### src/rtl/segment_desc_gen.sv
// segment_desc_gen: splits segment instructions into burst descriptors that never
// cross a MAX_BURST boundary, with a one-entry pending slot and play repetition.
module segment_desc_gen #(
  parameter int MAX_BURST = 4096,
  parameter int LW        = 13
) (
  input  logic          clk,
  input  logic          rstn,
  input  logic [127:0]  segment_instruc,
  input  logic          segment_instruc_valid,
  input  logic          abort,
  output logic [31:0]   desc_addr,
  output logic [LW-1:0] desc_len,
  output logic          desc_last,
  output logic          desc_valid,
  input  logic          desc_ready,
  output logic          generate_done,
  output logic          desc_gen_last,
  output logic          busy,
  output logic [1:0]    err,
  output logic [1:0]    dbg_state
);
  localparam int OW = $clog2(MAX_BURST);

  // Handshake: a descriptor transfers on a rising edge where desc_valid and
  // desc_ready are both 1; while valid is high and ready low the payload holds.
  typedef enum logic [1:0] {IDLE = 2'd0, LOAD = 2'd1, ISSUE = 2'd2, FIN = 2'd3} state_t;

  state_t        state_q, state_d;
  logic          pend_v_q, pend_v_d;
  logic [31:0]   pend_addr_q, pend_len_q;
  logic [15:0]   pend_plays_q;
  logic [31:0]   cur_addr_q, remaining_q, seg_addr_q, seg_len_q;
  logic [15:0]   plays_left_q;
  logic          zero_q;
  logic [31:0]   desc_addr_q;
  logic [LW-1:0] desc_len_q;
  logic          desc_last_q, desc_valid_q, gen_done_q, gen_last_q, busy_q;
  logic [1:0]    err_q;

  logic          is_seg, seg_strobe, bad_strobe, pend_take, pend_wr;
  logic          hs, reload, seg_end, n_last, l_last;
  logic [31:0]   in_len, step_addr, step_rem, n_addr, n_rem;
  logic [15:0]   in_rep, n_plays;
  logic [LW-1:0] n_len, l_len;
  logic          unused_bits;

  // Largest legal chunk starting at addr with rem bytes left in the play.
  function automatic logic [LW-1:0] chunk_len(input logic [31:0] addr, input logic [31:0] rem);
    logic [31:0] room;
    room = 32'(MAX_BURST) - {{(32-OW){1'b0}}, addr[OW-1:0]};
    return (rem < room) ? rem[LW-1:0] : room[LW-1:0];
  endfunction

  always_comb begin
    is_seg     = segment_instruc[127:125] == 3'b101;
    seg_strobe = segment_instruc_valid && is_seg;
    bad_strobe = segment_instruc_valid && !is_seg;
    pend_take  = state_q == LOAD;
    pend_wr    = seg_strobe && (!pend_v_q || pend_take);
    pend_v_d   = pend_wr || (pend_v_q && !pend_take);
    in_len     = {segment_instruc[63:36], 4'b0000};
    in_rep     = segment_instruc[15:0];

    hs        = desc_valid_q && desc_ready;
    step_addr = cur_addr_q + 32'(desc_len_q);
    step_rem  = remaining_q - 32'(desc_len_q);
    reload    = (step_rem == 32'd0) && (plays_left_q > 16'd1);
    seg_end   = (step_rem == 32'd0) && !reload;
    n_addr    = reload ? seg_addr_q : step_addr;
    n_rem     = reload ? seg_len_q : step_rem;
    n_plays   = reload ? plays_left_q - 16'd1 : plays_left_q;
    n_len     = chunk_len(n_addr, n_rem);
    n_last    = (32'(n_len) == n_rem) && (n_plays == 16'd1);
    l_len     = chunk_len(pend_addr_q, pend_len_q);
    l_last    = (32'(l_len) == pend_len_q) && (pend_plays_q == 16'd1);

    state_d = state_q;
    case (state_q)
      IDLE:    if (pend_v_d) state_d = LOAD;
      LOAD:    state_d = (pend_len_q == 32'd0) ? FIN : ISSUE;
      ISSUE:   if (hs && seg_end) state_d = FIN;
      FIN:     if (!zero_q) state_d = pend_v_d ? LOAD : IDLE;
      default: state_d = IDLE;
    endcase
  end

  always_ff @(posedge clk or negedge rstn) begin
    if (!rstn) begin
      state_q      <= IDLE;
      pend_v_q     <= 1'b0;
      pend_addr_q  <= '0;
      pend_len_q   <= '0;
      pend_plays_q <= '0;
      cur_addr_q   <= '0;
      remaining_q  <= '0;
      seg_addr_q   <= '0;
      seg_len_q    <= '0;
      plays_left_q <= '0;
      zero_q       <= 1'b0;
      desc_addr_q  <= '0;
      desc_len_q   <= '0;
      desc_last_q  <= 1'b0;
      desc_valid_q <= 1'b0;
      gen_done_q   <= 1'b0;
      gen_last_q   <= 1'b0;
      busy_q       <= 1'b0;
      err_q        <= '0;
    end else if (abort) begin
      state_q      <= IDLE;
      pend_v_q     <= 1'b0;
      zero_q       <= 1'b0;
      desc_valid_q <= 1'b0;
      desc_last_q  <= 1'b0;
      gen_done_q   <= 1'b0;
      gen_last_q   <= 1'b0;
      busy_q       <= 1'b0;
      err_q        <= '0;
    end else begin
      state_q    <= state_d;
      pend_v_q   <= pend_v_d;
      busy_q     <= (state_d != IDLE) || pend_v_d;
      gen_done_q <= 1'b0;
      gen_last_q <= 1'b0;
      if (pend_wr) begin
        pend_addr_q  <= segment_instruc[95:64];
        pend_len_q   <= in_len;
        pend_plays_q <= (in_rep == 16'd0) ? 16'd1 : in_rep;
      end
      if (seg_strobe && !pend_wr) err_q[0] <= 1'b1;
      if (bad_strobe) err_q[1] <= 1'b1;
      case (state_q)
        LOAD: begin
          cur_addr_q   <= pend_addr_q;
          remaining_q  <= pend_len_q;
          plays_left_q <= pend_plays_q;
          seg_addr_q   <= pend_addr_q;
          seg_len_q    <= pend_len_q;
          gen_done_q   <= 1'b1;
          if (pend_len_q == 32'd0) begin
            zero_q <= 1'b1;
          end else begin
            desc_valid_q <= 1'b1;
            desc_addr_q  <= pend_addr_q;
            desc_len_q   <= l_len;
            desc_last_q  <= l_last;
          end
        end
        ISSUE: begin
          if (hs) begin
            if (seg_end) begin
              desc_valid_q <= 1'b0;
              desc_last_q  <= 1'b0;
              gen_last_q   <= 1'b1;
            end else begin
              cur_addr_q   <= n_addr;
              remaining_q  <= n_rem;
              plays_left_q <= n_plays;
              desc_addr_q  <= n_addr;
              desc_len_q   <= n_len;
              desc_last_q  <= n_last;
            end
          end
        end
        // A zero-length segment spends one extra FIN cycle so its done pulse
        // lands one cycle after generate_done.
        FIN: begin
          if (zero_q) begin
            zero_q     <= 1'b0;
            gen_last_q <= 1'b1;
          end
        end
        default: ;
      endcase
    end
  end

  assign unused_bits   = ^{segment_instruc[124:96], segment_instruc[35:16]};
  assign desc_addr     = desc_addr_q;
  assign desc_len      = desc_len_q;
  assign desc_last     = desc_last_q;
  assign desc_valid    = desc_valid_q;
  assign generate_done = gen_done_q;
  assign desc_gen_last = gen_last_q;
  assign busy          = busy_q;
  assign err           = err_q;
  assign dbg_state     = state_q;
endmodule

### config.mk
export PLATFORM = sky130hd
export DESIGN_NAME = segment_desc_gen
export DESIGN_NICKNAME = d
export VERILOG_FILES = /design/src/rtl/segment_desc_gen.sv
export SDC_FILE = /design/constraint.sdc
export NUM_CORES = 1
export LEC_CHECK = 0
export BUFFER_PORTS_ARGS = -buffer_cell sky130_fd_sc_hd__buf_2
export CORE_ASPECT_RATIO = 1.4
export CORE_MARGIN = 2
export CORE_UTILIZATION = 43
export CTS_CLUSTER_SIZE = 16
export DETAILED_ROUTE_END_ITERATION = 8
export GPL_TIMING_DRIVEN = 0
export PLACE_DENSITY = 0.63
export SYNTH_ARGS = -nofsm -noshare
export SYNTH_HDL_FRONTEND = slang
export SYNTH_SLANG_ARGS = --single-unit
### constraint.sdc
create_clock -name clk -period 9.7 [get_ports clk]
set_input_delay 1.94 -clock clk [delete_from_list [all_inputs] [get_ports clk]]
set_output_delay 1.94 -clock clk [all_outputs]
set_load 0.005 [all_outputs]
==> impl_metrics.env, run 1 <==
export IMPL_slew_viol_final=0
export IMPL_worst_path_max_delay_cell="a2111oi_0"
export IMPL_cts_resized=0
export IMPL_ys_seq_area_share_pct=40.2
export IMPL_root_buffer="clkbuf_16"
export IMPL_drc=0
export IMPL_finalSetupViolations=0
export IMPL_place_inst=2460
export IMPL_highest_signal_layer="met4"
export IMPL_syn_inst=1793
export IMPL_power_density_nw_per_um2=369
export IMPL_die_height_um=239
export IMPL_reg2regPathDepth=29
export IMPL_synthesis_nets=1985
export IMPL_power_mw=7.14
export IMPL_drt_wl_total_um=59600
export IMPL_wl_met3_um=3430
export IMPL_cp_endpoint="desc_len[1]$_DFFE_PN0P_"
export IMPL_holdWs_ps=476
export IMPL_synth_most_common_cell="dfrtp_1"
export IMPL_fill_cells=3770
export IMPL_drv_cap=0
export IMPL_synth_area_leaders="dfrtp_1 (40%), mux2_2 (11%), ha_1 (4.2%)"
export IMPL_drtPass1Iterations=5
export IMPL_drt_iter0_markers=1336
export IMPL_arrival_ps=9750
export IMPL_initial_utilization_pct=43.3
export IMPL_cp_required_ps=10110
export IMPL_cts_hold_buf=0
export IMPL_grt_pass1_vias=15000
export IMPL_leakage_nw=8.28
export IMPL_clk_pin_slew_ps=70
export IMPL_critPathLaunch="desc_len[12]$_DFFE_PN0P_"
export IMPL_worstSetupStartpointType="flop"
export IMPL_slew_headroom_pct=25.5
export IMPL_syn_area_sq_um=16900
export IMPL_ys_ff_latch=272
export IMPL_post_cts_setup_buffers=0
export IMPL_cts_buffers_inserted=29
export IMPL_wl_met1_um=22600
export IMPL_fin_skew_ps=40.3
export IMPL_num_vias=15000
export IMPL_gp_congestion=0.972
export IMPL_yosys_warnings=0
export IMPL_hold_class="reg -> reg"
export IMPL_core_area_sq_um=39100
export IMPL_clock_latency_ps=600
export IMPL_cts_num_sinks=272
export IMPL_ys_types=78
export IMPL_fin_crit_sh_pct=96.3
export IMPL_wl_per_cell_um=23.7
export IMPL_r2r_start="desc_len[12]$_DFFE_PN0P_"
export IMPL_finalSetupTns_ps=0
export IMPL_dpl_hpwl_um=46400
export IMPL_nets=2156
export IMPL_synth_top_flop_cell="dfrtp_1"
export IMPL_grt_pass1_wl_um=89700
export IMPL_yosysTopAreaCell="dfrtp_1"
export IMPL_io_pins=187
export IMPL_critPathMaxFanout=10
export IMPL_async_reset_ff_share_pct=100
export IMPL_stdcell_count=2511
export IMPL_hold_viol=0
export IMPL_fp_dieW_um=172
export IMPL_clock_path_buffers=3
export IMPL_synth_commonest_cells="dfrtp_1 (272), nand2_1 (179), mux2_2 (167), nor2_1 (148), a21oi_1 (106)"
export IMPL_synth_top_area_share_pct=40.2
export IMPL_drt_vias_per_instance=5.99
export IMPL_synth_enable_flop_cells=0
export IMPL_rsz0062_at_grt="false"
export IMPL_wl_met2_um=29400
export IMPL_fmax_ghz=0.107
export IMPL_path_class="reg -> reg"
export IMPL_antenna_found_initial=0
export IMPL_irDropWorstVdd_mv=0.174
export IMPL_avgSynthCellArea_sq_um=9.44
export IMPL_portBuffers=137
export IMPL_end_kind="flop"
export IMPL_cts_tree="done"
export IMPL_grt_max_degree=101
export IMPL_cp_common_cell="ha_1"
export IMPL_rrSetupSlack_ps=360
export IMPL_r2r_end="desc_len[1]$_DFFE_PN0P_"
export IMPL_area_growth_pct=14.3
export IMPL_status="finished clean"
export IMPL_rows=86
export IMPL_slowest_delay_ps=560
export IMPL_drive_above_1_share_pct=20.7
export IMPL_grt_overflow=0
export IMPL_layout_min_cycle_time_ps=9340
export IMPL_tightest_slew_ps=1110
export IMPL_die_area_sq_um=41000
export IMPL_drtAntennaViolNets=0
export IMPL_cts_max_level=1
export IMPL_diodes=0
export IMPL_grtUsageTotal_pct=29.1
[state kept, by name, indices dropped and copies added (netlist names)]
signal and cells:
pend_len_q 28, err 2, pend_plays_q 16, pend_addr_q 32, desc_addr 32, desc_gen_last 1, cur_addr_q 32, seg_len_q 28
dbg_state 2, desc_valid 1, busy 1, zero_q 1, generate_done 1, desc_len 13, plays_left_q 16, pend_v_q 1
seg_addr_q 32, desc_last 1, remaining_q 32
[cell type report]
| cell class | instances | area (sq um) | share of cell area [%] |
|---|---|---|---|
| multi-input combinational | 1375 | 9550 | 49.4 |
| clock buffer | 35 | 788 | 4.07 |
| clock inverter | 15 | 193 | 0.996 |
| tap | 528 | 661 | 3.42 |
| buffer | 86 | 359 | 1.86 |
| sequential | 272 | 6810 | 35.2 |
| timing repair buffer | 140 | 762 | 3.94 |
| inverter | 60 | 225 | 1.16 |
[metal layers]
metal / GRT usage [%] / up-vias
li1: - / 6889
met5: 0 / -
met2: 50.5 / 597
met1: 33.8 / 7368
met4: 18.3 / 0
met3: 3.58 / 195
[placed cells by master, fill, tap and decap left out, types with 22 or more instances in the layout]
master and n:
dfrtp_1 272, nand2_1 179, mux2_2 167, buf_2 152
nor2_1 148, a21oi_1 106, o21ai_0 98, clkbuf_1 65
inv_1 59, ha_1 57, xnor2_1 54, nor3_1 43
xor2_1 43, mux2i_1 40, nor4_1 40, nand3_1 35
clkbuf_16 29, a21o_1 27, o22ai_1 22
[worst min path at each step]
stage	from	endpoint	slack, ps	cells after the start
after floorplan	remaining_q[11]$_DFFE_PN0P_	remaining_q[11]$_DFFE_PN0P_	440	2
after global placement	desc_addr[0]$_DFFE_PN0P_	desc_addr[0]$_DFFE_PN0P_	460	2
after detailed placement	desc_addr[0]$_DFFE_PN0P_	desc_addr[0]$_DFFE_PN0P_	470	2
after CTS	desc_addr[0]$_DFFE_PN0P_	desc_addr[0]$_DFFE_PN0P_	490	2
after global routing	desc_addr[1]$_DFFE_PN0P_	desc_addr[1]$_DFFE_PN0P_	510	2
final	desc_addr[3]$_DFFE_PN0P_	desc_addr[3]$_DFFE_PN0P_	480	2
[logic make-up after synthesis]
family / count (synthesis) / share of synthesized area [%]
xor+xnor: 97 / 5.02
simple gates: 604 / 17.8
mux: 208 / 13.6
flops: 272 / 40.2
buf+inv: 146 / 3.44
compound gates: 407 / 15.5
fa+ha+maj: 59 / 4.45
[per-stage QoR]
step / setup WS, ps / area [sq um] / utilization (%)
after global routing: 55.6 / 19300 / 49.5
after CTS: 177 / 19300 / 49.5
final: 359 / 19300 / 49.5
after detailed placement: 256 / 18300 / 46.9
after global placement: 307 / 18300 / 46.8
after floorplan: 2580 / 16900 / -
[power breakdown]
group	leakage (nW)	switching (mW)	total [mW]	internal (mW)
Clock	0.486	0.489	1.17	0.682
Sequential	3.35	0.506	2.08	1.57
Combinational	4.44	2.33	3.89	1.56
[worst max-delay path: cells and delay by family, from the launching register on]
kind                       cells  cell delay, ps
buffers and inverters          5            1620
AOI/OAI and AO/OA              9            2740
DFF                            1             510
xor gates and xnor gates       1             170
and+or+nand+nor                8            2280
muxes                          3             930
adders and majority gates      3             910
Note: power is estimated with default switching activity, not from simulation.
==> inputs of run 2 (changes only) <==
--- a/config.mk
+++ b/config.mk
@@ -9,10 +9,11 @@
 export CORE_ASPECT_RATIO = 1.4
 export CORE_MARGIN = 2
 export CORE_UTILIZATION = 43
-export CTS_CLUSTER_SIZE = 16
+export CTS_CLUSTER_SIZE = 25
 export DETAILED_ROUTE_END_ITERATION = 8
 export GPL_TIMING_DRIVEN = 0
 export PLACE_DENSITY = 0.63
+export RECOVER_POWER = 25
 export SYNTH_ARGS = -nofsm -noshare
 export SYNTH_HDL_FRONTEND = slang
 export SYNTH_SLANG_ARGS = --single-unit
==> impl_metrics.env, run 2 (synthesized netlist as in run 1, its figures left out) <==
export IMPL_intPower_mw=3.79
export IMPL_slew_headroom_pct=-217
export IMPL_slew_viol_final=175
export IMPL_critPathMaxFanout=10
export IMPL_nets=2156
export IMPL_fmax_ghz=0.108
export IMPL_wl_per_cell_um=23.8
export IMPL_grtUsageTotal_pct=29.1
export IMPL_drtPass1Iterations=6
export IMPL_portBuffers=137
export IMPL_layout_min_cycle_time_ps=9290
export IMPL_arrival_ps=9710
export IMPL_p_switching_mw=3.34
export IMPL_die_height_um=239
export IMPL_irDropWorstVdd_mv=0.167
export IMPL_finalSetupViolations=0
export IMPL_grt_pass1_vias=15100
export IMPL_cp_required_ps=10120
export IMPL_finalSetupTns_ps=0
export IMPL_slowest_delay_ps=570
export IMPL_p_seq_share_pct=29.2
export IMPL_cp_top_family="compound AO/OA/AOI/OAI gates"
export IMPL_swShare_pct=46.8
export IMPL_drc=0
export IMPL_cp_common_cell="ha_1"
export IMPL_drt_iter0_markers=1333
export IMPL_dpl_cell_area_sq_um=18300
export IMPL_leakage_nw=8.24
export IMPL_path_class="reg -> reg"
export IMPL_comb_power_share_pct=54.7
export IMPL_drt_vias_per_instance=6.03
export IMPL_clock_path_buffers=3
export IMPL_tightest_slew_ps=4760
export IMPL_drive_above_1_share_pct=20.6
export IMPL_rsz0062_at_grt="false"
export IMPL_cts_num_sinks=272
export IMPL_status="finished with violations"
export IMPL_fp_dieW_um=172
export IMPL_io_pins=187
export IMPL_rows=86
export IMPL_grt_pass1_wl_um=89800
export IMPL_drtAntennaViolNets=0
export IMPL_gp_congestion=0.972
export IMPL_end_kind="flop"
export IMPL_drt_wl_total_um=59700
export IMPL_fin_crit_sh_pct=95.7
export IMPL_cts_tree="done"
export IMPL_die_area_sq_um=41000
export IMPL_power_density_nw_per_um2=369
export IMPL_grt_overflow=0
export IMPL_area_growth_pct=13.9
export IMPL_drv_cap=2
export IMPL_worst_path_max_delay_cell="a2111oi_0"
export IMPL_dpl_hpwl_um=46400
export IMPL_num_vias=15100
export IMPL_root_buffer="clkbuf_16"
export IMPL_critPathBufInv=5
export IMPL_post_place_ws_ps=256
export IMPL_most_common_layout_cells="dfrtp_1 (272), nand2_1 (179), mux2_2 (167)"
export IMPL_core_area_sq_um=39100
export IMPL_post_cts_setup_buffers=0
export IMPL_diodes=0
export IMPL_fin_skew_ps=20.0
export IMPL_grt_max_degree=101
export IMPL_final_common_cell="dfrtp_1"
export IMPL_hold_viol=0
export IMPL_pwr_share_clk_pct=16.1
export IMPL_clock_latency_ps=590
export IMPL_antenna_found_initial=0
export IMPL_hold_class="reg -> reg"
export IMPL_finalInstanceArea_sq_um=19300
export IMPL_holdWs_ps=476
export IMPL_worstSetupStartpointType="flop"
export IMPL_clk_pin_slew_ps=70
export IMPL_violations="max-capacitance violations, max-slew violations"
export IMPL_finalWorstSetupSlack_ps=414
export IMPL_cts_buffers_inserted=29
export IMPL_cts_max_level=1
export IMPL_initial_utilization_pct=43.3
-- run 2: path summary, 6_finish.rpt --
check / depth (start not counted) / slack (ps) / to / start
min: 2 / 480 / desc_addr[3]$_DFFE_PN0P_ / desc_addr[3]$_DFFE_PN0P_
max: 29 / 410 / desc_len[1]$_DFFE_PN0P_ / desc_len[12]$_DFFE_PN0P_
max in group asynchronous: 3 / 2520 / seg_len_q[26]$_DFFE_PN0P_ / rstn
max reg2reg: 29 / 410 / desc_len[1]$_DFFE_PN0P_ / desc_len[12]$_DFFE_PN0P_
min reg2reg: 2 / 480 / desc_addr[3]$_DFFE_PN0P_ / desc_addr[3]$_DFFE_PN0P_
min in group asynchronous: 1 / 3060 / plays_left_q[8]$_DFFE_PN0P_ / rstn
-- run 2: tightest hold or removal path, stage by stage (launching register included) --
cell	delay (ps)
dfrtp_1	340
nand2_1	50
nand2_1	60
-- run 2: power by group through the flow --
stage / registers (mW) / clock network (mW) / logic [mW]
final: 2.08 / 1.15 / 3.90
after global placement: 2.07 / 0 / 3.75
after global routing: 2.12 / 1.21 / 4.26
after CTS: 2.06 / 1.16 / 3.83
after floorplan: 1.89 / 0 / 2.72
after detailed placement: 2.08 / 0 / 3.81
-- run 2: repair_timing --
action | in CTS | in global routing
setup endpoints to repair | 0 | 14
hold buffers | 0 | 0
resized for setup | 0 | 6
-- run 2: final cells by class --
type,count,area [sq um]
clock buffers,35,788
clock inverters,15,169
plain buffers,86,359
multi-input cells,1375,9550
repair buffers,140,727
fillers,3771,19800
well taps,528,661
inverters,60,225
flip-flops and latches,272,6810
-- run 2: stage by stage --
stage	utilization, %	instances	total power [mW]
after floorplan	-	1793	4.62
after global placement	46.8	2458	5.82
after detailed placement	46.9	2460	5.89
after CTS	49.4	2510	7.06
after global routing	49.4	2511	7.59
final	49.4	2511	7.12
-- run 2: per-layer routing --
metal | wire (um) | GRT usage (%) | up-vias | part of all wire [%]
met1 | 22600 | 33.9 | 7461 | 38
met5 | 0 | 0 | - | 0
met3 | 3370 | 3.39 | 199 | 5.6
met4 | 4120 | 17.5 | 0 | 6.9
met2 | 29600 | 51.1 | 608 | 50
li1 | - | - | 6874 | -
